`src/rtl/cpu_ctrl_pkg.sv`:
```
// Shared encodings for the CPU step controller: front-panel mode values and controller states.
package cpu_ctrl_pkg;

  localparam logic [2:0] MODE_RUN   = 3'd0;
  localparam logic [2:0] MODE_DIV   = 3'd1;
  localparam logic [2:0] MODE_STEP  = 3'd2;
  localparam logic [2:0] MODE_BURST = 3'd3;
  localparam logic [2:0] MODE_HALT  = 3'd4;

  typedef enum logic [1:0] {
    IDLE,
    RUN,
    STEP,
    BP_HALT
  } state_t;

  function automatic logic is_run_mode(input logic [2:0] m);
    return (m == MODE_RUN) || (m == MODE_DIV);
  endfunction

  function automatic logic is_step_mode(input logic [2:0] m);
    return (m == MODE_STEP) || (m == MODE_BURST);
  endfunction

  function automatic logic is_halt_mode(input logic [2:0] m);
    return m >= MODE_HALT;
  endfunction

endpackage

```
`src/rtl/btn_debounce.sv`:
```
// Push-button conditioner: 2-flop synchroniser, stability debounce and a one-cycle press pulse.
module btn_debounce #(
  parameter int DB_CYCLES = 50000,
  parameter int DB_W      = 16
) (
  input  logic CLK,
  input  logic RST,
  input  logic btn,
  output logic press
);

  localparam logic [DB_W-1:0] DB_LAST = DB_W'(DB_CYCLES - 1);

  logic            sync1_reg;
  logic            sync2_reg;
  logic            stable_reg;
  logic            press_reg;
  logic [DB_W-1:0] cnt_reg;

  // Button is active-low, so the idle (released) level is 1.
  always_ff @(posedge CLK or posedge RST) begin
    if (RST) begin
      sync1_reg  <= 1'b1;
      sync2_reg  <= 1'b1;
      stable_reg <= 1'b1;
      press_reg  <= 1'b0;
      cnt_reg    <= '0;
    end else begin
      sync1_reg <= btn;
      sync2_reg <= sync1_reg;
      press_reg <= 1'b0;
      if (sync2_reg == stable_reg) begin
        cnt_reg <= '0;
      end else if (cnt_reg == DB_LAST) begin
        cnt_reg    <= '0;
        stable_reg <= sync2_reg;
        press_reg  <= stable_reg;
      end else begin
        cnt_reg <= cnt_reg + 1'b1;
      end
    end
  end

  assign press = press_reg;

endmodule

```
`src/rtl/cpu_step_ctrl.sv`:
```
// Clock-enable / single-step controller: issues paired mem_ce then cpu_ce pulses per step,
// in free-run, divided-run, single-step and burst modes, with a PC breakpoint halt.
module cpu_step_ctrl
  import cpu_ctrl_pkg::*;
#(
  parameter int DIV_W     = 26,
  parameter int DB_CYCLES = 50000,
  parameter int DB_W      = 16,
  parameter int BURST_W   = 8,
  parameter int ADDR_W    = 16
) (
  input  logic               CLK,
  input  logic               RST,
  input  logic [2:0]         mode,
  input  logic [4:0]         div_sel,
  input  logic               button,
  input  logic [BURST_W-1:0] burst_len,
  input  logic               bp_en,
  input  logic [ADDR_W-1:0]  bp_addr,
  input  logic [ADDR_W-1:0]  pc,
  input  logic               resume,
  output logic               mem_ce,
  output logic               cpu_ce,
  output logic               running,
  output logic               bp_hit,
  output logic [15:0]        step_count
);

  state_t             state_reg, state_next;
  logic               phase_reg, phase_next;
  logic [BURST_W-1:0] remaining_reg, remaining_next;
  logic               skip_bp_reg, skip_bp_next;
  logic               mem_ce_reg, mem_ce_next;
  logic               cpu_ce_reg, cpu_ce_next;
  logic [15:0]        step_count_reg;
  logic [DIV_W-1:0]   div_reg;
  logic               tap_prev_reg;

  logic               press;
  logic [4:0]         tap_sel;
  logic [DIV_W-1:0]   tap_hit;
  logic               tap_bit;
  logic               slot;
  logic               bp_match;
  logic               issue;
  logic [BURST_W-1:0] burst_load;

  btn_debounce #(
    .DB_CYCLES (DB_CYCLES),
    .DB_W      (DB_W)
  ) u_btn (
    .CLK   (CLK),
    .RST   (RST),
    .btn   (button),
    .press (press)
  );

  assign tap_sel = (int'(div_sel) > DIV_W - 1) ? 5'(DIV_W - 1) : div_sel;

  for (genvar gi = 0; gi < DIV_W; gi++) begin : g_tap
    assign tap_hit[gi] = (int'(tap_sel) == gi);
  end

  assign tap_bit    = |(div_reg & tap_hit);
  assign slot       = (mode == MODE_RUN) || (tap_bit && !tap_prev_reg);
  assign bp_match   = bp_en && (pc == bp_addr);
  assign burst_load = (mode == MODE_BURST && burst_len != '0) ? burst_len : BURST_W'(1);

  always_comb begin
    state_next     = state_reg;
    phase_next     = phase_reg;
    remaining_next = remaining_reg;
    skip_bp_next   = skip_bp_reg;
    mem_ce_next    = 1'b0;
    cpu_ce_next    = 1'b0;
    issue          = 1'b0;

    if (phase_reg) begin
      // A started step always completes, whatever the state or mode.
      if (slot) begin
        cpu_ce_next = 1'b1;
        phase_next  = 1'b0;
        if (state_reg == STEP) begin
          remaining_next = remaining_reg - 1'b1;
          if (remaining_reg <= BURST_W'(1)) state_next = IDLE;
        end
      end
    end else begin
      case (state_reg)
        IDLE: begin
          if (is_run_mode(mode)) begin
            state_next = RUN;
            issue      = 1'b1;
          end else if (is_step_mode(mode) && press) begin
            state_next     = STEP;
            remaining_next = burst_load;
            skip_bp_next   = 1'b0;
          end
        end
        RUN: begin
          if (is_run_mode(mode)) issue = 1'b1;
          else state_next = IDLE;
        end
        STEP: begin
          if (is_halt_mode(mode)) state_next = IDLE;
          else issue = 1'b1;
        end
        BP_HALT: begin
          if (resume) begin
            state_next     = STEP;
            remaining_next = BURST_W'(1);
            skip_bp_next   = 1'b1;
          end else if (is_halt_mode(mode)) begin
            state_next = IDLE;
          end
        end
        default: state_next = IDLE;
      endcase

      // The post-resume step must ignore the breakpoint so the core can leave bp_addr.
      if (issue && slot) begin
        if (bp_match && !(skip_bp_reg && state_reg == STEP)) begin
          state_next = BP_HALT;
        end else begin
          mem_ce_next  = 1'b1;
          phase_next   = 1'b1;
          skip_bp_next = 1'b0;
        end
      end
    end
  end

  always_ff @(posedge CLK or posedge RST) begin
    if (RST) begin
      state_reg      <= IDLE;
      phase_reg      <= 1'b0;
      remaining_reg  <= '0;
      skip_bp_reg    <= 1'b0;
      mem_ce_reg     <= 1'b0;
      cpu_ce_reg     <= 1'b0;
      step_count_reg <= '0;
      div_reg        <= '0;
      tap_prev_reg   <= 1'b0;
    end else begin
      state_reg     <= state_next;
      phase_reg     <= phase_next;
      remaining_reg <= remaining_next;
      skip_bp_reg   <= skip_bp_next;
      mem_ce_reg    <= mem_ce_next;
      cpu_ce_reg    <= cpu_ce_next;
      div_reg       <= div_reg + 1'b1;
      tap_prev_reg  <= tap_bit;
      if (cpu_ce_next) step_count_reg <= step_count_reg + 16'd1;
    end
  end

  assign mem_ce     = mem_ce_reg;
  assign cpu_ce     = cpu_ce_reg;
  assign running    = (state_reg == RUN) || (state_reg == STEP);
  assign bp_hit     = (state_reg == BP_HALT);
  assign step_count = step_count_reg;

endmodule

```
`config.mk`:
```
export PLATFORM = sky130hd
export DESIGN_NAME = cpu_step_ctrl
export DESIGN_NICKNAME = d
export VERILOG_FILES = /design/src/rtl/cpu_ctrl_pkg.sv /design/src/rtl/btn_debounce.sv /design/src/rtl/cpu_step_ctrl.sv
export SDC_FILE = /design/constraint.sdc
export NUM_CORES = 1
export LEC_CHECK = 0
export ABC_CLOCK_PERIOD_IN_PS = 7850
export CAP_MARGIN = 5
export CORE_AREA = 2 2 97 99
export CTS_CLUSTER_SIZE = 24
export DETAILED_ROUTE_END_ITERATION = 12
export DIE_AREA = 0 0 99 101
export PLACE_DENSITY = 0.84
export RECOVER_POWER = 100
export SETUP_SLACK_MARGIN = 0.1
export SLEW_MARGIN = 15
export SYNTH_ARGS = -nofsm -noshare
export SYNTH_HDL_FRONTEND = slang
export SYNTH_SLANG_ARGS = --single-unit
```
`constraint.sdc`:
```
create_clock -name CLK -period 7.85 [get_ports CLK]
set_input_delay 2.355 -clock CLK [delete_from_list [all_inputs] [get_ports CLK]]
set_output_delay 2.355 -clock CLK [all_outputs]
set_load 0.02 [all_outputs]
```
==> results.cfg <==
[yosys]
ys_warn_count = 0
ys_seq_area_share_pct = 44.92
synth_enable_flop_cells = 0
synthesized_flop_and_latch_total = 77
synthDominantCellAreaShare_pct = 43.09
post_synth_main_area_contributors = dfrtp_1, xnor2_1, xor2_1
postSynthAreaPerCell_um2 = 10.31
netlist_area_um2 = 4298
synth_flop_cell = dfrtp_1
syn-instance-count = 417
synth_area_leader_cell = dfrtp_1
yosys.cell_types.count = 63
synth_nets = 479
synthArstFlopShare_pct = 100.0

[critical_path]
timing.setup.critical_path_class = input port to register
crit_chain = dlygate4sd3_1 > mux2i_1 > o211ai_1 > nand3b_1 > a311o_4 > a31oi_1 > nand4_1 > xnor2_1
end_kind = register
critical_path.slowest_cell = a31oi_1
critical-path-max-stage-delay_ns = 1.23
reg2reg_slack_ns = 4.66
critical_path_required_ns = 8.10
path_max_fanout = 17
startpoint_type = input port
arrival_ns = 6.04

[clock_tree]
cts_tree = yes
clk_tree_root_cell = clkbuf_8
worst_skew_pair_latency_ns = 0.35
numClockSinks = 77
cts_buffers = 9
clock_tree.htree_level_count = 3
cts_hold_repair.buffers = 0
clockBufferDepth = 2
count_of_buffers_added_by_post_cts_timing_repair_for_setup = 0
cts_repair_resize_count = 0
clkSlewWorstSetupHoldPaths_ns = 0.09

[detailed_routing]
via_count = 3363
dr.pass1.iters = 4
ant_nets = 0
dr_iter_0_viols = 133
route.final.wire_length_um = 9082
drc = 0
vias_per_cell = 5.550
detail_route.wl_per_cell_um = 14.99

[cells_and_area]
final_nets = 552
n_fill_cell = 718
final_core_utilization_pct = 58.22
area.growth.synth_to_final_pct = 21.60
layout_commonest_cell = dfrtp_1
final_cell_mix = dfrtp_1, clkdlybuf4s50_1, xnor2_1, nor2_1, xor2_1
largest_register_ffs = 26
finalNonFillerCells = 606
insertedDiodeCount = 0
final_layout_size_suffix_gt1_share_pct = 6.061

[place]
numPortBuffers = 72
gp_congestion = 0.9114
place.detailed.hpwl_um = 6646
post-place-cells = 590

[global_route]
first_global_vias = 3439
grt_usage_pct = 18.90
overflow = 0
grt_first_pass_wirelength_um = 15520
antenna_found_initial = 0
pin_count_of_the_biggest_net_entering_global_routing = 78

[pwr]
irDropWorstVdd_mv = 0.08252
power_density_nw_per_um2 = 199.9
p_sw_share_pct = 34.74
cellInternalPower_w = 0.0006816
power_frac_comb_pct = 27.1
power.total_w = 0.001044
total_switching_power_w = 0.0003628
power_frac_seq_pct = 45.4
power.leakage_nw = 2.358
power.share.clock_pct = 27.6

[floorplan]
io_pins = 73
initial_utilization_pct = 47.87
fp.coreArea_um2 = 8977
die-area_um2 = 9999
floorplan.rows = 35
vert_die_dim_um = 101
fp.dieW_um = 99

[status]
result_of_the_run = finished with violations
violations = capacitance limit, slew limit

[timing]
timing_hold_violations_final = 0
period_needed_ns = 5.788
fmax_mhz = 172.8
worst_slew_pin_slew_ns = 1.582
max_slew_margin_pct = -5.978
worst_clock_skew_ns = 0.01399
unrepaired_setup_endpoints_after_global_routing = no
period_share_pct = 73.74
final-setup-viol-count = 0
setup_total_negative_slack_ns = 0
timing_max_transition_violations_final = 18

[run]
number_of_max_cap_violations = 1

[hold_path]
timing.hold.worst.class = register to register
cell families (layout without fill, tap and decap cells):
family / count (synthesis) / after routing / share of synthesized area, %
buffers and inverters: 27 / 105 / 3.144
AO/OA/AOI/OAI: 50 / 50 / 9.637
XOR/XNOR: 70 / 70 / 14.26
AND/OR/NAND/NOR: 171 / 171 / 20.93
flip-flops: 77 / 77 / 44.92
adder cells (fa/ha/maj): 9 / 9 / 2.620
multiplexers: 13 / 13 / 4.483
through the flow:
step                      cell area, um2  hold WS, ns  setup WS [ns]
after detailed placement            5090       0.3572          2.593
after CTS                           5283       0.3796          2.971
after global routing                5226       0.3896          1.782
final                               5226       0.3780          2.062
after global placement              5090       0.3594          2.699
after floorplan                     4298       0.3452          3.533
worst max-delay path: cells and delay by family:
kind | cells | cell delay [ns]
AOI/OAI and AO/OA | 3 | 1.89
buffers and inverters | 1 | 0.95
and+or+nand+nor | 2 | 0.41
muxes | 1 | 0.21
xor gates and xnor gates | 1 | 0.21
routing by layer:
| layer | up-vias | global-route usage [%] | routed length [um] | part of all wire [%] |
|---|---|---|---|---|
| met5 | - | 0 | 0 | 0 |
| met1 | 1639 | 24.03 | 3956 | 44 |
| met2 | 96 | 31.29 | 4369 | 48 |
| met4 | 0 | 6.955 | 156 | 1.7 |
| met3 | 14 | 4.854 | 600 | 6.6 |
| li1 | 1614 | - | - | - |
power groups by stage:
stage | clock network [W] | logic, W | registers, W
after global routing | 0.000316 | 0.000313 | 0.000481
final | 0.000288 | 0.000283 | 0.000474
after global placement | 0 | 0.000288 | 0.000479
after floorplan | 0 | 0.000190 | 0.000482
after CTS | 0.000295 | 0.000300 | 0.000474
after detailed placement | 0 | 0.000298 | 0.000482
synth_stat cells (all sizes together) (3+ instances only):
cell / count
nand2b: 4
or3: 4
and2: 7
a31oi: 5
clkbuf: 5
nor4: 5
xnor2: 38
dfstp: 3
nor3b: 3
dfrtp: 74
and3: 18
nand3: 26
o31ai: 3
ha: 9
nor2b: 6
inv: 16
mux4: 3
o21bai: 3
nor2: 37
xor2: 32
a211o: 3
nor3: 12
o21ai: 7
mux2i: 5
nand4: 10
mux2: 5
a21oi: 8
nand2: 30
a21o: 3
buf: 6
cell type report:
class | count | area [um2] | area share [%]
clock buffers | 9 | 123.9 | 2.370
clock inverters | 7 | 68.82 | 1.317
inverters | 16 | 60.06 | 1.149
multi-input cells | 313 | 2176 | 41.63
flip-flops and latches | 77 | 1931 | 36.94
well taps | 111 | 138.9 | 2.657
repair buffers | 73 | 728.2 | 13.93
worst paths after layout:
check | endpoint | startpoint | cells after the start
max | step_count[5]$_DFFE_PP0P_ | div_sel[1] | 8
min | u_btn.sync2_reg$_DFF_PP1_ | u_btn.sync1_reg$_DFF_PP1_ | 0
max reg2reg | step_count[5]$_DFFE_PP0P_ | div_reg[17]$_DFF_PP0_ | 7
min reg2reg | u_btn.sync2_reg$_DFF_PP1_ | u_btn.sync1_reg$_DFF_PP1_ | 0
max in group asynchronous | u_btn.cnt_reg[4]$_DFF_PP0_ | RST | 3
min in group asynchronous | remaining_reg[1]$_DFFE_PP0P_ | RST | 3
Note: power is estimated with default switching activity, not from simulation.
